## config.mk

```make
export PLATFORM = sky130hd
export DESIGN_NAME = regfile_sb
export DESIGN_NICKNAME = d
export VERILOG_FILES = /design/src/rtl/regfile_pkg.sv /design/src/rtl/regfile_scoreboard.sv /design/src/rtl/regfile_sb.sv
export SDC_FILE = /design/constraint.sdc
export NUM_CORES = 2
export LEC_CHECK = 0
export ABC_AREA = 0
export CORE_ASPECT_RATIO = 1.25
export CORE_MARGIN = 2
export CORE_UTILIZATION = 30
export DETAILED_ROUTE_END_ITERATION = 10
export PLACE_DENSITY = 0.52
export SLEW_MARGIN = 40
export SYNTH_ARGS = -nofsm -noshare
export SYNTH_HDL_FRONTEND = slang
export SYNTH_SLANG_ARGS = --single-unit
export TNS_END_PERCENT = 100
```

## constraint.sdc

```tcl
create_clock -name clk -period 5.66 [get_ports clk]
set_input_delay 0.566 -clock clk [delete_from_list [all_inputs] [get_ports clk]]
set_output_delay 0.566 -clock clk [all_outputs]
set_load 0.05 [all_outputs]
```

## src/rtl/regfile_pkg.sv

```systemverilog
// Shared defaults and helpers for the register file and its scoreboard.
package regfile_pkg;

    localparam int unsigned DEF_DATA_W = 32;
    localparam int unsigned DEF_ADDR_W = 5;
    localparam int unsigned DEF_CNT_W  = 2;

    // Largest value a pending-write counter can hold before issues must stall.
    function automatic int unsigned cnt_sat(input int unsigned cnt_w);
        return (32'd1 << cnt_w) - 32'd1;
    endfunction

    function automatic logic is_zero_reg(input int unsigned addr, input bit zero_reg);
        return zero_reg && (addr == 0);
    endfunction

endpackage

```

## src/rtl/regfile_scoreboard.sv

```systemverilog
// Per-register pending-write counters used by decode for hazard stalls.
module regfile_scoreboard
    import regfile_pkg::*;
#(
    parameter int unsigned ADDR_W   = DEF_ADDR_W,
    parameter int unsigned NUM_REGS = 2**ADDR_W,
    parameter int unsigned CNT_W    = DEF_CNT_W,
    parameter bit          ZERO_REG = 1'b1,
    parameter bit          BYPASS   = 1'b1
) (
    input  logic              clk,
    input  logic              rst_n,
    input  logic              wr_commit,
    input  logic [ADDR_W-1:0] waddr,
    input  logic [ADDR_W-1:0] raddr1,
    input  logic [ADDR_W-1:0] raddr2,
    input  logic              issue_valid,
    input  logic [ADDR_W-1:0] issue_rd,
    output logic              issue_ready,
    output logic              pend1,
    output logic              pend2,
    output logic              err_underflow
);

    localparam logic [CNT_W-1:0] SAT = CNT_W'(cnt_sat(CNT_W));

    logic [CNT_W-1:0]    cnt [NUM_REGS];
    logic [CNT_W-1:0]    cnt_issue;
    logic [CNT_W-1:0]    cnt_r1;
    logic [CNT_W-1:0]    cnt_r2;
    logic [NUM_REGS-1:0] inc;
    logic [NUM_REGS-1:0] dec;
    logic                issue_zero;
    logic                issue_acc;
    logic                underflow;

    always_comb begin
        cnt_issue = '0;
        cnt_r1    = '0;
        cnt_r2    = '0;
        for (int unsigned i = 0; i < NUM_REGS; i++) begin
            if (issue_rd == ADDR_W'(i)) cnt_issue = cnt[i];
            if (raddr1 == ADDR_W'(i))   cnt_r1    = cnt[i];
            if (raddr2 == ADDR_W'(i))   cnt_r2    = cnt[i];
        end
        issue_zero  = is_zero_reg(32'(issue_rd), ZERO_REG);
        issue_ready = issue_zero || (cnt_issue != SAT);
        // Zero-register issues are accepted but never counted.
        issue_acc   = issue_valid && issue_ready && !issue_zero;
        pend1 = (cnt_r1 != '0) &&
                !(BYPASS && wr_commit && (waddr == raddr1) && (cnt_r1 == CNT_W'(1)));
        pend2 = (cnt_r2 != '0) &&
                !(BYPASS && wr_commit && (waddr == raddr2) && (cnt_r2 == CNT_W'(1)));
    end

    always_comb begin
        inc       = '0;
        dec       = '0;
        underflow = 1'b0;
        for (int unsigned i = 0; i < NUM_REGS; i++) begin
            inc[i] = issue_acc && (issue_rd == ADDR_W'(i));
            dec[i] = wr_commit && (waddr == ADDR_W'(i));
            underflow = underflow | (dec[i] && !inc[i] && (cnt[i] == '0));
        end
    end

    always_ff @(posedge clk or negedge rst_n) begin
        if (!rst_n) begin
            for (int unsigned i = 0; i < NUM_REGS; i++) cnt[i] <= '0;
            err_underflow <= 1'b0;
        end else begin
            for (int unsigned i = 0; i < NUM_REGS; i++) begin
                if (inc[i] && !dec[i])
                    cnt[i] <= cnt[i] + CNT_W'(1);
                else if (dec[i] && !inc[i] && (cnt[i] != '0))
                    cnt[i] <= cnt[i] - CNT_W'(1);
            end
            if (underflow) err_underflow <= 1'b1;
        end
    end

endmodule

```

## src/rtl/regfile_sb.sv

```systemverilog
// Parametrised 2R/1W register file with zero register, write bypass and
// pending-write scoreboard.
module regfile_sb
    import regfile_pkg::*;
#(
    parameter int unsigned DATA_W   = DEF_DATA_W,
    parameter int unsigned ADDR_W   = DEF_ADDR_W,
    parameter int unsigned NUM_REGS = 2**ADDR_W,
    parameter bit          ZERO_REG = 1'b1,
    parameter bit          BYPASS   = 1'b1,
    parameter int unsigned CNT_W    = DEF_CNT_W
) (
    input  logic              clk,
    input  logic              rst_n,
    input  logic              we,
    input  logic [ADDR_W-1:0] waddr,
    input  logic [DATA_W-1:0] wdata,
    input  logic [ADDR_W-1:0] raddr1,
    input  logic [ADDR_W-1:0] raddr2,
    output logic [DATA_W-1:0] rdata1,
    output logic [DATA_W-1:0] rdata2,
    output logic              pend1,
    output logic              pend2,
    input  logic              issue_valid,
    input  logic [ADDR_W-1:0] issue_rd,
    output logic              issue_ready,
    output logic              err_underflow
);

    logic [DATA_W-1:0] regs [NUM_REGS];
    logic              wr_commit;

    // A write commits only when it targets a real, writable register.
    always_comb begin
        wr_commit = we && (32'(waddr) < NUM_REGS) && !is_zero_reg(32'(waddr), ZERO_REG);
    end

    always_ff @(posedge clk or negedge rst_n) begin
        if (!rst_n) begin
            for (int unsigned i = 0; i < NUM_REGS; i++) regs[i] <= '0;
        end else if (wr_commit) begin
            for (int unsigned i = 0; i < NUM_REGS; i++)
                if (waddr == ADDR_W'(i)) regs[i] <= wdata;
        end
    end

    always_comb begin
        rdata1 = '0;
        rdata2 = '0;
        for (int unsigned i = 0; i < NUM_REGS; i++) begin
            if (raddr1 == ADDR_W'(i)) rdata1 = regs[i];
            if (raddr2 == ADDR_W'(i)) rdata2 = regs[i];
        end
        if (BYPASS && wr_commit && (waddr == raddr1)) rdata1 = wdata;
        if (BYPASS && wr_commit && (waddr == raddr2)) rdata2 = wdata;
        if (is_zero_reg(32'(raddr1), ZERO_REG)) rdata1 = '0;
        if (is_zero_reg(32'(raddr2), ZERO_REG)) rdata2 = '0;
    end

    regfile_scoreboard #(
        .ADDR_W   (ADDR_W),
        .NUM_REGS (NUM_REGS),
        .CNT_W    (CNT_W),
        .ZERO_REG (ZERO_REG),
        .BYPASS   (BYPASS)
    ) u_scoreboard (
        .clk           (clk),
        .rst_n         (rst_n),
        .wr_commit     (wr_commit),
        .waddr         (waddr),
        .raddr1        (raddr1),
        .raddr2        (raddr2),
        .issue_valid   (issue_valid),
        .issue_rd      (issue_rd),
        .issue_ready   (issue_ready),
        .pend1         (pend1),
        .pend2         (pend2),
        .err_underflow (err_underflow)
    );

endmodule

```

==> summary.md <==
The flow ran to the end, but the final reports show violations. The checks that failed: DRC, setup timing. Maximum VDD drop: 0.0002472 V.

Element type at the critical path end: an output port. The switching power share of the total came out at 0.3382. Part of the total power dissipated in combinational logic: 0.197. The most frequent standard cell in the layout excluding fill and tap cells is sky130_fd_sc_hd__dfrtp_1. The hold violation count in the final report was 0. Clock-pin slew was measured on the worst setup and hold paths at 0.06 ns.

The simple-gate portion of the synthesized area came out at 0.1420. The deepest clock path buffer count was 3. The count of flip-flops with a built-in enable after synthesis came out at 0. In this run the vertical extent of the chip is 488.7 um. For this run, the post-layout net count is 5977. Post-synthesis cell count: 5784.

The run gives 0 as the final antenna-violating net count. Fraction of power consumed by sequential logic: 0.465. After synthesis the netlist holds a flip-flop and latch count of 1057. For the count of cell types in the netlist, the log shows 83. Buffers added to address setup during post-CTS repair amount to 0. The yosys synthesis warning count was 0; the number of cells on the worst reg-to-reg path was 10. The run gives 0.337 as the part of the total power dissipated in the clock network. The tools report the met2 usage in global routing as 0.5081. After routing the design area is 0.06778 mm2. For the post-synthesis net count, the log shows 5840.

The sequential fraction of the synthesis area is 0.4692, and the standby leakage power is 29.45 nW. The start point of the worst hold path is wdata[11]. Data on the critical path arrives at its endpoint at 5.15 ns. After global routing the overflow that remains totals 0. The worst hold path passes through 3 cells. The number of failing setup endpoints in the final timing report came out at 1. After routing, the total negative slack on setup checks comes to -0.05786 ns. Startpoint of the worst register-to-register path: u_scoreboard.cnt[20]$_DFFE_PN0P_. The region available for standard cell placement spans 0.1865 mm2. STA classifies the critical path startpoint as an input port. Internal power comes to 15.43 mW.

Once placement finished, the instance area stood at 0.06382 mm2. Leaving out filler cells and counting taps, the final layout contains 8530. TritonCTS built the clock tree. Global routing usage on met1: 0.4068.

The setup skew after layout is 0.01516 ns. The master of the slowest instance on the critical path is sky130_fd_sc_hd__nor2_4. Traced cell by cell, the critical path runs through clkdlybuf4s50_1 > or3b_2 > nor2_4 > buf_4 > a22oi_1 > and3_1 > a41oi_1 > o22ai_1 > a221oi_1 > o22ai_1 > a31oi_1 > buf_4 > buf_12.

The share of the core filled with cells in the final layout came out at 0.3635. The die area was 0.1914 mm2. The maximum number of pins on one net before global-route repair came out at 137. Power spread over the standard cell area amounts to 344.1 mW/mm2. The critical path is of the in -> out type. The run gives 53.48k as the via count of the first global-routing pass. The detailed-routing iteration count for the pre-antenna-repair pass came out at 11. The compound-cell area share of the yosys netlist is 0.1899, and the critical path required time is 5.09 ns. The tools report the number of antenna violations at the first check in global routing as 25. Layout-stage area growth over the synthesis result: 20.22%.

The HPWL after detailed placement is 220.8 mm. The CTS H-tree depth came out at 3. The first global-routing pass estimated 454.6 mm of wire.

Input and output buffers added on the ports amount to 123. The run gives 0 as the number of gates resized after cts. The post-synthesis mux area share was 0.1586; the effective utilization at floorplan was 0.3023. The tools report the total of max-cap violations as 0. The later pin in the worst-skew pair is clocked with a latency of 0.84 ns.

The setup check on the worst reg-to-reg path leaves a slack of 1.82 ns. The proportion of layout cells with a drive suffix above 1 is 0.2628, and the remaining design rule violation count is 14. Area of the mapped netlist: 0.05638 mm2. Setup repair after global routing left no endpoint under its margin.

The tools report the count of final max-slew check failures as 0. The adder and majority cell fraction of the synthesized area works out to 0. The mean instance size in the synthesized netlist is 9.747 um2, and the I/O pin total is 124. The path with the worst hold slack has its endpoint at regs[139]$_DFFE_PN0P_. The number of CTS-inserted buffers was 110; the largest fanout on the critical path was 14.

For this block, the initial DRC count from the detailed router was 9999. For the pin with the worst max-slew slack, the measured transition is 1.036 ns. The placer's final routability congestion estimate was 1.014. The worst path in the final design needs a cycle of 5.718 ns, including I/O delays and setup. In the synthesized netlist the dominant register cell turns out to be sky130_fd_sc_hd__dfrtp_1. The fraction of registers with async set/reset was 1.000. The worst hold path belongs to the class in -> reg. Dividing the detail-routed wire length by the instance count gives 39.20 um. The all-layer global routing usage is 0.3420. For the placement row count, the log shows 177.

CTS placed an instance of sky130_fd_sc_hd__clkbuf_16 at the clock tree root. For this design the total switching power over the nets is 7.888 mW. The x dimension of the die is 391.7 um. The tools report the vias after detailed routing as 55.97k.

Static timing analysis puts the maximum clock frequency at 0.1749 GHz. The peak-usage layer in the global routing report was met2. Prior to clock tree synthesis, the placed netlist has a worst setup slack of 0.2083 ns. The logs give -0.05786 ns for the worst setup slack after layout and 0.1940 ns for the final worst hold slack. The ratio of final minimum period to clock period was 1.010; the relative slew slack was 0.3023. The top cell types in the final layout, fill and taps aside, are sky130_fd_sc_hd__dfrtp_1, sky130_fd_sc_hd__nand2_1, sky130_fd_sc_hd__mux2_2. After synthesis, the largest family of logic cells by area is compound AO/OA/AOI/OAI gates. The cell count after placement came out at 8309.

Dividing the detail-routed via count by the number of cells gives 6.561. Global-route track usage on met3: 0.1175. The completed layout was analyzed and its total power is 23.32 mW.

In this design, the stage delay of the slowest critical-path cell is 0.69 ns. The worst reg2reg path endpoint was u_scoreboard.err_underflow$_DFFE_PN0P_. Wires add up to 334.4 mm. The post-synthesis share of cell area spent on xor and xnor gates came out at 0.002020. CTS saw 1057 sinks.
==> power by group through the flow <==
stage / Combinational [mW] / Sequential, mW / Clock [mW]
3_5_place_dp: 4.47 / 10.9 / 0
3_3_place_gp: 4.38 / 10.8 / 0
2_1_floorplan: 2.67 / 10.0 / 0
5_1_grt: 4.86 / 10.9 / 8.20
4_1_cts: 4.49 / 10.7 / 7.89
6_report: 4.60 / 10.9 / 7.87
==> area by class of cell <==
class | count | area, um2
fill | 18830 | 118700
multi-input combinational | 4167 | 28460
sequential | 1057 | 26450
timing repair buffer | 544 | 5747
clock buffer | 160 | 3284
tap | 2506 | 3136
clock inverter | 43 | 511.7
inverter | 41 | 153.9
antenna | 12 | 30.03
==> cells in the mapped netlist, drive strengths merged, types with 18 or more instances <==
library cell  count  share of area
nor2            322          0.022
nor2b            20         0.0022
mux2i            34         0.0060
o31ai            18         0.0024
clkbuf          459          0.031
nor3             65         0.0059
a22o             52         0.0081
a222oi           57          0.010
o22ai            55         0.0061
inv              41         0.0027
o21ai           186          0.017
nor4             33         0.0037
and3             37         0.0042
nand4            67         0.0074
nand2          1071          0.071
nand3b           31         0.0041
a211oi           27         0.0036
a21oi           236          0.021
nand3            96         0.0085
a22oi           564          0.075
mux2            756           0.15
buf              60         0.0049
a2111oi          21         0.0037
dfrtp          1057           0.47
a221oi           93          0.014
a31oi            72         0.0080
nand2b           20         0.0022
==> cells by family after synthesis <==
kind of cell / Yosys count
buffers and inverters: 560
multiplexers: 794
AO/OA/AOI/OAI: 1516
XOR/XNOR: 13
AND/OR/NAND/NOR: 1844
flip-flops: 1057
==> worst max-delay path by stage <==
stage / start / endpoint / slack [ns] / depth (start not counted)
floorplan: raddr2[4] / rdata2[9] / 1.23 / 14
global placement: raddr1[3] / rdata1[7] / 0.20 / 13
detailed placement: raddr1[4] / rdata1[7] / 0.21 / 13
CTS: raddr1[4] / rdata1[7] / 0.19 / 13
global route: raddr1[4] / rdata1[7] / 0.006 / 13
finish: raddr1[4] / rdata1[7] / -0.06 / 13
==> registers in the layout (all words and copies together), names as in the netlist <==
register                    cells
regs                          992
u_scoreboard.cnt               64
u_scoreboard.err_underflow      1
==> worst max-delay path: cells and delay by family <==
kind	cells	cell delay [ns]
AND/OR/NAND/NOR	3	1.54
AO/OA/AOI/OAI	6	1.55
buffers and inverters	4	1.46
==> layer usage <==
| layer | routed length, um | vias to the layer above |
|---|---|---|
| li1 | - | 21660 |
| met1 | 120100 | 28050 |
| met2 | 142200 | 4658 |
| met3 | 40930 | 1569 |
| met4 | 30930 | 26 |
| met5 | 158 | - |
==> what timing repair did <==
| action | 4_1_cts | 5_1_grt |
|---|---|---|
| hold buffers | 1 | 0 |
| endpoints found under the hold margin | 27 | 0 |
| setup endpoints to repair | 0 | 1 |
(Power assumes the default switching activity.)
